--- src/rtl/sync_ram_clr.sv ---
// Single-port synchronous RAM with per-lane write enables, a configurable read
// pipeline and a clear sequencer that fills the array with CLR_VAL.
//
// Handshake: there is no back-pressure. In IDLE, an access with nCE=0 is
// accepted on every rising edge. While BUSY=1, every access is dropped. A read
// accepted at an edge appears on DO with DO_VALID=1 for exactly one cycle,
// RD_LAT cycles after the cycle in which it was presented.
module sync_ram_clr #(
  parameter int              AW           = 7,
  parameter int              DW           = 8,
  parameter int              LANES        = 1,
  parameter int              RD_LAT       = 1,
  parameter logic [DW-1:0]   CLR_VAL      = '0,
  parameter bit              CLR_ON_RESET = 1'b1
) (
  input  logic              CLK,
  input  logic              RES,
  input  logic              nCE,
  input  logic              nWE,
  input  logic              nOE,
  input  logic [AW-1:0]     A,
  input  logic [DW-1:0]     DI,
  input  logic [LANES-1:0]  BE,
  input  logic              CLR,
  output logic [DW-1:0]     DO,
  output logic              DO_VALID,
  output logic              DOE,
  output logic              BUSY,
  output logic              dbg_state
);

  localparam int LW    = DW / LANES;
  localparam int DEPTH = 1 << AW;

  typedef enum logic {
    S_IDLE  = 1'b0,
    S_CLEAR = 1'b1
  } state_t;

  state_t        state;
  state_t        state_nxt;
  logic [AW-1:0] clr_cnt;
  logic [AW-1:0] clr_cnt_nxt;

  logic          busy;
  logic          clr_we;
  logic          wr_acc;
  logic          rd_acc;

  logic [DW-1:0] mem [DEPTH];

  logic [DW-1:0] pipe_d [RD_LAT];
  logic [RD_LAT-1:0] pipe_v;

  // State register: reset lands directly in CLEAR when auto-clear is enabled.
  always_ff @(posedge CLK or posedge RES) begin
    if (RES) begin
      state   <= CLR_ON_RESET ? S_CLEAR : S_IDLE;
      clr_cnt <= '0;
    end else begin
      state   <= state_nxt;
      clr_cnt <= clr_cnt_nxt;
    end
  end

  // Next-state logic. The counter wraps to zero naturally after the last word.
  always_comb begin
    state_nxt   = state;
    clr_cnt_nxt = clr_cnt;
    case (state)
      S_IDLE: begin
        if (CLR) begin
          state_nxt   = S_CLEAR;
          clr_cnt_nxt = '0;
        end
      end
      S_CLEAR: begin
        clr_cnt_nxt = clr_cnt + 1'b1;
        if (clr_cnt == {AW{1'b1}}) begin
          state_nxt = S_IDLE;
        end
      end
      default: begin
        state_nxt   = S_IDLE;
        clr_cnt_nxt = '0;
      end
    endcase
  end

  // Output logic: the clear owns the array, so host accesses are masked.
  always_comb begin
    busy   = (state == S_CLEAR);
    clr_we = busy;
    wr_acc = !busy && !nCE && !nWE;
    rd_acc = !busy && !nCE &&  nWE;
  end

  // Array storage is intentionally not reset.
  always_ff @(posedge CLK) begin
    if (clr_we) begin
      mem[clr_cnt] <= CLR_VAL;
    end else if (wr_acc) begin
      for (int i = 0; i < LANES; i++) begin
        if (BE[i]) begin
          mem[A][i*LW +: LW] <= DI[i*LW +: LW];
        end
      end
    end
  end

  // Read pipeline. Each stage only loads when its input is valid, so the last
  // stage (DO) holds the most recent read data between reads.
  always_ff @(posedge CLK or posedge RES) begin
    if (RES) begin
      pipe_v <= '0;
      for (int i = 0; i < RD_LAT; i++) begin
        pipe_d[i] <= '0;
      end
    end else begin
      pipe_v[0] <= rd_acc;
      if (rd_acc) begin
        pipe_d[0] <= mem[A];
      end
      for (int i = 1; i < RD_LAT; i++) begin
        pipe_v[i] <= pipe_v[i-1];
        if (pipe_v[i-1]) begin
          pipe_d[i] <= pipe_d[i-1];
        end
      end
    end
  end

  assign DO        = pipe_d[RD_LAT-1];
  assign DO_VALID  = pipe_v[RD_LAT-1];
  assign DOE       = DO_VALID & ~nOE;
  assign BUSY      = busy;
  assign dbg_state = state;

endmodule

--- config.mk ---
export PLATFORM = sky130hd
export DESIGN_NAME = sync_ram_clr
export DESIGN_NICKNAME = d
export VERILOG_FILES = /design/src/rtl/sync_ram_clr.sv
export SDC_FILE = /design/constraint.sdc
export NUM_CORES = 1
export LEC_CHECK = 0
export ABC_CLOCK_PERIOD_IN_PS = 11200
export CORE_ASPECT_RATIO = 0.5
export CORE_MARGIN = 3
export CORE_UTILIZATION = 60
export CTS_CLUSTER_SIZE = 28
export DETAILED_ROUTE_END_ITERATION = 8
export DONT_BUFFER_PORTS = 1
export PLACE_DENSITY_LB_ADDON = 0.12
export SETUP_SLACK_MARGIN = 0.02
export SLEW_MARGIN = 30
export SYNTH_ARGS = -nofsm -noshare
export SYNTH_HDL_FRONTEND = slang
export SYNTH_SLANG_ARGS = --single-unit
--- constraint.sdc ---
create_clock -name CLK -period 11.2 [get_ports CLK]
set_input_delay 1.12 -clock CLK [delete_from_list [all_inputs] [get_ports CLK]]
set_output_delay 1.12 -clock CLK [all_outputs]
set_load 0.01 [all_outputs]
==> impl_metrics.ini, run 1 <==
[floorplanning]
die_y_um = 190.8
die_area_um2 = 71650
start_util = 0.6094
core_area_um2 = 67230
rows = 67
ios = 34
fp.dieW_um = 375.6

[clocking]
cts_hold_bufs = 0
worst_skew_pair.late_latency_ns = 0.65
cts.reportedPaths.clkPinSlew_ns = 0.07
cts.repair_timing.setup_buffer_count = 0
clockBufferDepth = 3
cts_root_buf = sky130_fd_sc_hd__clkbuf_16
cts_htree_levels = 3
tritoncts = built
cts_inserted_buffers = 87
cts.repair.resized = 0
numClockSinks = 1041

[setup_path]
crit_path_top_delay_cell = sky130_fd_sc_hd__or4b_1
end_kind = flip-flop
critPathKind = flip-flop to flip-flop
arrival_time_reported_for_the_critical_path_endpoint_ns = 4.01
cp_cell_sequence = or4b_1, o22ai_1, nand2_2, nor2_1
cpPeakStageDelay_ns = 0.83
crit_family = simple AND/OR/NAND/NOR gates
timing.critical_path.required_ns = 11.47
cp_num_buf_inv = 0
start_kind = flip-flop
crit_path_max_fanout = 16

[power_and_ir_drop]
power.density_cell_area_nw_per_um2 = 180.5
power.static_leakage_nw = 15.45
peak_supply_drop_mv = 0.1209

[grt]
global_route.usage.total = 0.2735
antenna_found_initial = 1
first_global_vias = 19360
grt_overflow = 0
largest_net_degree_at_the_start_of_global_routing = 323
grt_first_pass_wirelength_um = 139500

[hold_path]
hold_class = input pin to asynchronous set/reset pin

[status]
result_of_the_run = finished, final reports clean

[sta]
finClkSkew_ns = 0.01700
worst_pin_slew_ns = 0.9998
setup_violation_total_in_the_final_timing_report = 0
max_clock_freq_mhz = 267.6
minimum_clock_period_after_layout_ns = 3.737
final_min_period_over_clock_period = 0.3337
setup_ws_ns = 7.463
timing.slew.headroom = 0.3162
finalHoldViolCount = 0
setup_repair_after_global_routing_missed_its_margin = no
hold_slack_ns = 0.4992
timing_max_transition_violations_final = 0
fin_setup_tns_ns = 0

[route]
post_drt_via_cell_ratio = 6.795
detail_route_antenna_nets = 0
remaining_design_rule_violation_count = 0
drt_wl_total_um = 95700
avgRoutedWirePerCell_um = 32.42
routed-via-count = 20060
detailedRoute.firstIterationViolations = 2757
first_pass_iters = 6

[synth]
synth_enable_flop_cells = 1024
synth_area_per_cell_um2 = 20.58
synthCells = 1991
ys_ff_latch = 1041
synth.net_count = 2014
async_flop_share = 0.01633
synth_area_um2 = 40970
ys_dominant_reg_cell = sky130_fd_sc_hd__edfxtp_1
number_of_distinct_library_cells_after_synthesis = 54
seq_area_frac_synth = 0.7609
ys_warnings = 0

[finish]
net_count_reported_at_finish = 2007
layout-area-overhead-vs-synth_pct = 8.432
fin_util = 0.6608
final_area_um2 = 44430
most_common_cell_after_layout_fill_and_taps_aside = sky130_fd_sc_hd__edfxtp_1
share_of_cells_above_drive_strength_1 = 0.2015
ant_diodes = 0
final_cell_mix = sky130_fd_sc_hd__edfxtp_1, sky130_fd_sc_hd__mux4_2, sky130_fd_sc_hd__mux2i_1, sky130_fd_sc_hd__nor2_1, sky130_fd_sc_hd__clkbuf_16

[placement]
postPlaceCellArea_um2 = 41570
globalplace.congestion = 0.8196
detailed_place_hpwl_um = 54030
portBuffers = 0
place_ws_ns = 6.902

[flow_run]
timing.max_cap.violations = 0
cells by family (layout without fill, tap and decap cells):
logic type | after synthesis | count (layout) | synth area share
buffers and inverters | 118 | 182 | 0.01872
muxes | 382 | 382 | 0.1594
AOI/OAI and AO/OA | 181 | 181 | 0.03161
adders and majority gates | 1 | 1 | 0.0003053
DFF | 1041 | 1041 | 0.7609
xor gates and xnor gates | 1 | 1 | 0.0002138
and+or+nand+nor | 267 | 267 | 0.02886
cell usage after synthesis, types with 15 or more instances:
cell type                  count  area, µm²
sky130_fd_sc_hd__dfrtp_1      16      400.4
sky130_fd_sc_hd__nand2_1      53      198.9
sky130_fd_sc_hd__nor2_1      140      525.5
sky130_fd_sc_hd__buf_2        28      140.1
sky130_fd_sc_hd__mux2_2       20      225.2
sky130_fd_sc_hd__a21oi_1      29      145.1
sky130_fd_sc_hd__o22ai_1      15      93.84
sky130_fd_sc_hd__clkbuf_1     55      206.5
sky130_fd_sc_hd__mux2i_1     146       1461
sky130_fd_sc_hd__a22oi_1      56      420.4
sky130_fd_sc_hd__mux4_2      214       4820
sky130_fd_sc_hd__edfxtp_1   1024      30750
final cells by class:
class / instances / area (µm²)
repair buffers: 20 / 206.4
multi-input cells: 832 / 9086
clock buffers: 109 / 2375
inverters: 2 / 7.507
fillers: 4294 / 22810
flip-flops and latches: 1041 / 31180
clock inverters: 51 / 451.7
well taps: 897 / 1122
final timing paths:
check                                  startpoint                endpoint  slack [ns]  cells past startpoint
min in group CLK           clr_cnt[0]$_DFFE_PP0P_  clr_cnt[0]$_DFFE_PP0P_        0.61                      1
max in group asynchronous                     RES  clr_cnt[0]$_DFFE_PP0P_       10.20                      1
max reg2reg                        BUSY$_DFF_PP1_    mem[98][1]$_DFFE_PP_        7.46                      4
min reg2reg                clr_cnt[0]$_DFFE_PP0P_  clr_cnt[0]$_DFFE_PP0P_        0.61                      1
min                                           RES      DO_VALID$_DFF_PP0_        0.50                      1
max                                BUSY$_DFF_PP1_    mem[98][1]$_DFFE_PP_        7.46                      4
where the power goes:
| part | total (W) | switching, W | internal, W |
|---|---|---|---|
| Clock | 0.00305 | 0.00137 | 0.00167 |
| Sequential | 0.00439 | 0.0000549 | 0.00434 |
| Combinational | 0.000577 | 0.000408 | 0.000169 |
flip-flops by register name, indices dropped and copies added, names as in the netlist:
register / cells
clr_cnt: 7
mem: 1024
DO: 8
BUSY: 1
DO_VALID: 1
metal layers:
layer / routed length (µm) / track usage / vias to the layer above / share of wire
met5: 0 / 0 / - / 0
li1: - / - / 8213 / -
met4: 1800 / 0.05788 / 0 / 0.019
met2: 42870 / 0.3964 / 1070 / 0.45
met3: 9288 / 0.05963 / 121 / 0.097
met1: 41750 / 0.4351 / 10660 / 0.44
per-stage QoR:
stage | total power (W) | cells
final | 0.008018 | 2952
after global placement | 0.005031 | 2789
after detailed placement | 0.005040 | 2791
after floorplan | 0.004850 | 1991
after CTS | 0.008033 | 2951
after global routing | 0.008240 | 2952
Note: power is estimated with default switching activity, not from simulation.
==> run 2, diff against run 1 <==
--- a/config.mk
+++ b/config.mk
@@ -5,10 +5,10 @@
 export SDC_FILE = /design/constraint.sdc
 export NUM_CORES = 1
 export LEC_CHECK = 0
-export ABC_CLOCK_PERIOD_IN_PS = 11200
+export ABC_CLOCK_PERIOD_IN_PS = 3400
 export CORE_ASPECT_RATIO = 0.5
 export CORE_MARGIN = 3
-export CORE_UTILIZATION = 60
+export CORE_UTILIZATION = 57
 export CTS_CLUSTER_SIZE = 28
 export DETAILED_ROUTE_END_ITERATION = 8
 export DONT_BUFFER_PORTS = 1
==> constraint.sdc (replaced) <==
create_clock -name CLK -period 3.4 [get_ports CLK]
set_input_delay 0.34 -clock CLK [delete_from_list [all_inputs] [get_ports CLK]]
set_output_delay 0.34 -clock CLK [all_outputs]
set_load 0.01 [all_outputs]
==> impl_metrics.ini, run 2 (synthesis results as in run 1) <==
[status]
result_of_the_run = finished, final reports clean

[placement]
place_inst = 2988
globalplace.congestion = 0.7973
place_ws_ns = 0.4382
detailed_place_hpwl_um = 54650
portBuffers = 0

[setup_path]
crit_path_top_delay_cell = sky130_fd_sc_hd__nor2_1
end_kind = flip-flop
cp_cell_sequence = buf_4, nor4b_2, buf_4, a22o_1, nand2_1, nor2_1
cpPeakStageDelay_ns = 0.75
launch_instance_of_the_worst_register_to_register_path = BUSY$_DFF_PP1_
crit_cells = 6
cp_num_buf_inv = 2
rr_worst_depth = 6
crit_path_max_fanout = 20
start_kind = flip-flop
arrival_time_reported_for_the_critical_path_endpoint_ns = 3.23
crit_family = simple AND/OR/NAND/NOR gates
ff2ff_setup_slack_ns = 0.45
timing.critical_path.required_ns = 3.68
cp_common_cell = sky130_fd_sc_hd__buf_4
endpoint_of_the_most_critical_register_to_register_path = mem[113][0]$_DFFE_PP_
critPathKind = flip-flop to flip-flop

[power_and_ir_drop]
power_total_w = 0.02595
peak_supply_drop_mv = 0.3634
power.static_leakage_nw = 16.13
power.density_cell_area_nw_per_um2 = 570.9

[sta]
max_clock_freq_mhz = 339.3
finalHoldViolCount = 0
setup_ws_ns = 0.4529
timing_max_transition_violations_final = 0
final_min_period_over_clock_period = 0.8668
worst_pin_slew_ns = 1.093
minimum_clock_period_after_layout_ns = 2.947
timing.slew.headroom = 0.2710
setup_violation_total_in_the_final_timing_report = 0
setup_repair_after_global_routing_missed_its_margin = no
fin_setup_tns_ns = 0
finClkSkew_ns = 0.01614

[clocking]
cts.repair_timing.setup_buffer_count = 0
cts_hold_bufs = 6
numClockSinks = 1041
cts_root_buf = sky130_fd_sc_hd__clkbuf_16
cts.reportedPaths.clkPinSlew_ns = 0.07
clockBufferDepth = 3
cts_inserted_buffers = 86
cts.repair.resized = 0
cts_htree_levels = 3
tritoncts = built
worst_skew_pair.late_latency_ns = 0.66

[finish]
most_common_cell_after_layout_fill_and_taps_aside = sky130_fd_sc_hd__edfxtp_1
final-instance-count-excl-fill = 3144
ant_diodes = 0
largest_register_ffs = 1024
net_count_reported_at_finish = 2160
registers.top_by_ff_count = mem
layout-area-overhead-vs-synth_pct = 10.95
final_cell_mix = sky130_fd_sc_hd__edfxtp_1, sky130_fd_sc_hd__mux4_2, sky130_fd_sc_hd__buf_4, sky130_fd_sc_hd__mux2i_1, sky130_fd_sc_hd__nor2_1
share_of_cells_above_drive_strength_1 = 0.2406
n_fill_cell = 4675

[floorplanning]
rows = 68
ios = 34
core_area_um2 = 70020
fp.dieW_um = 385.2
die_y_um = 195.6
start_util = 0.5851
die_area_um2 = 75330

[grt]
grt_overflow = 0
global_route.usage.total = 0.2563
antenna_found_initial = 1
largest_net_degree_at_the_start_of_global_routing = 323
first_global_vias = 19890
grt_first_pass_wirelength_um = 138600

[hold_path]
hold_start = DI[5]
hold_class = input pin to flip-flop
hold_depth = 1
holdPathEnd = mem[63][5]$_DFFE_PP_

[route]
routed-via-count = 20290
first_pass_iters = 5
drt_wl_total_um = 94160
remaining_design_rule_violation_count = 0
detail_route_antenna_nets = 0
post_drt_via_cell_ratio = 6.454
detailedRoute.firstIterationViolations = 2437
avgRoutedWirePerCell_um = 29.95

[flow_run]
timing.max_cap.violations = 0
==> run 2: power by group <==
part,internal [W],leakage (nW),switching [W]
Combinational,0.000791,3.98,0.00138
Sequential,0.0143,10.9,0.000162
Clock,0.00499,1.24,0.00435
==> run 2: per-layer routing <==
metal | vias to the layer above | part of all wire | track usage
met1 | 10680 | 0.43 | 0.4014
met5 | - | 0 | 0
met4 | 0 | 0.025 | 0.06759
met3 | 154 | 0.096 | 0.05722
li1 | 8510 | - | -
met2 | 943 | 0.45 | 0.3694
==> run 2: final cells by class <==
cell class / count / area (µm²) / share of cell area
inverter: 2 / 7.507 / 0.0001651
clock inverter: 42 / 294.0 / 0.006468
tap: 945 / 1182 / 0.02601
clock buffer: 108 / 2256 / 0.04963
timing repair buffer: 174 / 1471 / 0.03237
multi-input combinational: 832 / 9071 / 0.1995
sequential: 1041 / 31180 / 0.6858
==> run 2: worst max path at each step <==
stage                               from               endpoint  slack [ns]
final                     BUSY$_DFF_PP1_  mem[113][0]$_DFFE_PP_        0.45
after detailed placement  BUSY$_DFF_PP1_   mem[53][0]$_DFFE_PP_        0.44
after CTS                 BUSY$_DFF_PP1_   mem[53][6]$_DFFE_PP_        0.43
after global placement    BUSY$_DFF_PP1_  mem[113][0]$_DFFE_PP_        0.51
after floorplan           BUSY$_DFF_PP1_    mem[0][0]$_DFFE_PP_        0.62
after global routing      BUSY$_DFF_PP1_  mem[113][1]$_DFFE_PP_        0.32
==> run 2: stage by stage <==
| step | area [µm²] | hold slack (ns) | utilization |
|---|---|---|---|
| 6_report | 45460 | 0.09915 | 0.6492 |
| 5_1_grt | 45460 | 0.09437 | 0.6492 |
| 4_1_cts | 45460 | 0.05785 | 0.6492 |
| 3_5_place_dp | 42850 | 0.4302 | 0.6119 |
| 3_3_place_gp | 42850 | 0.4177 | 0.6119 |
| 2_1_floorplan | 40980 | 0.2653 | - |
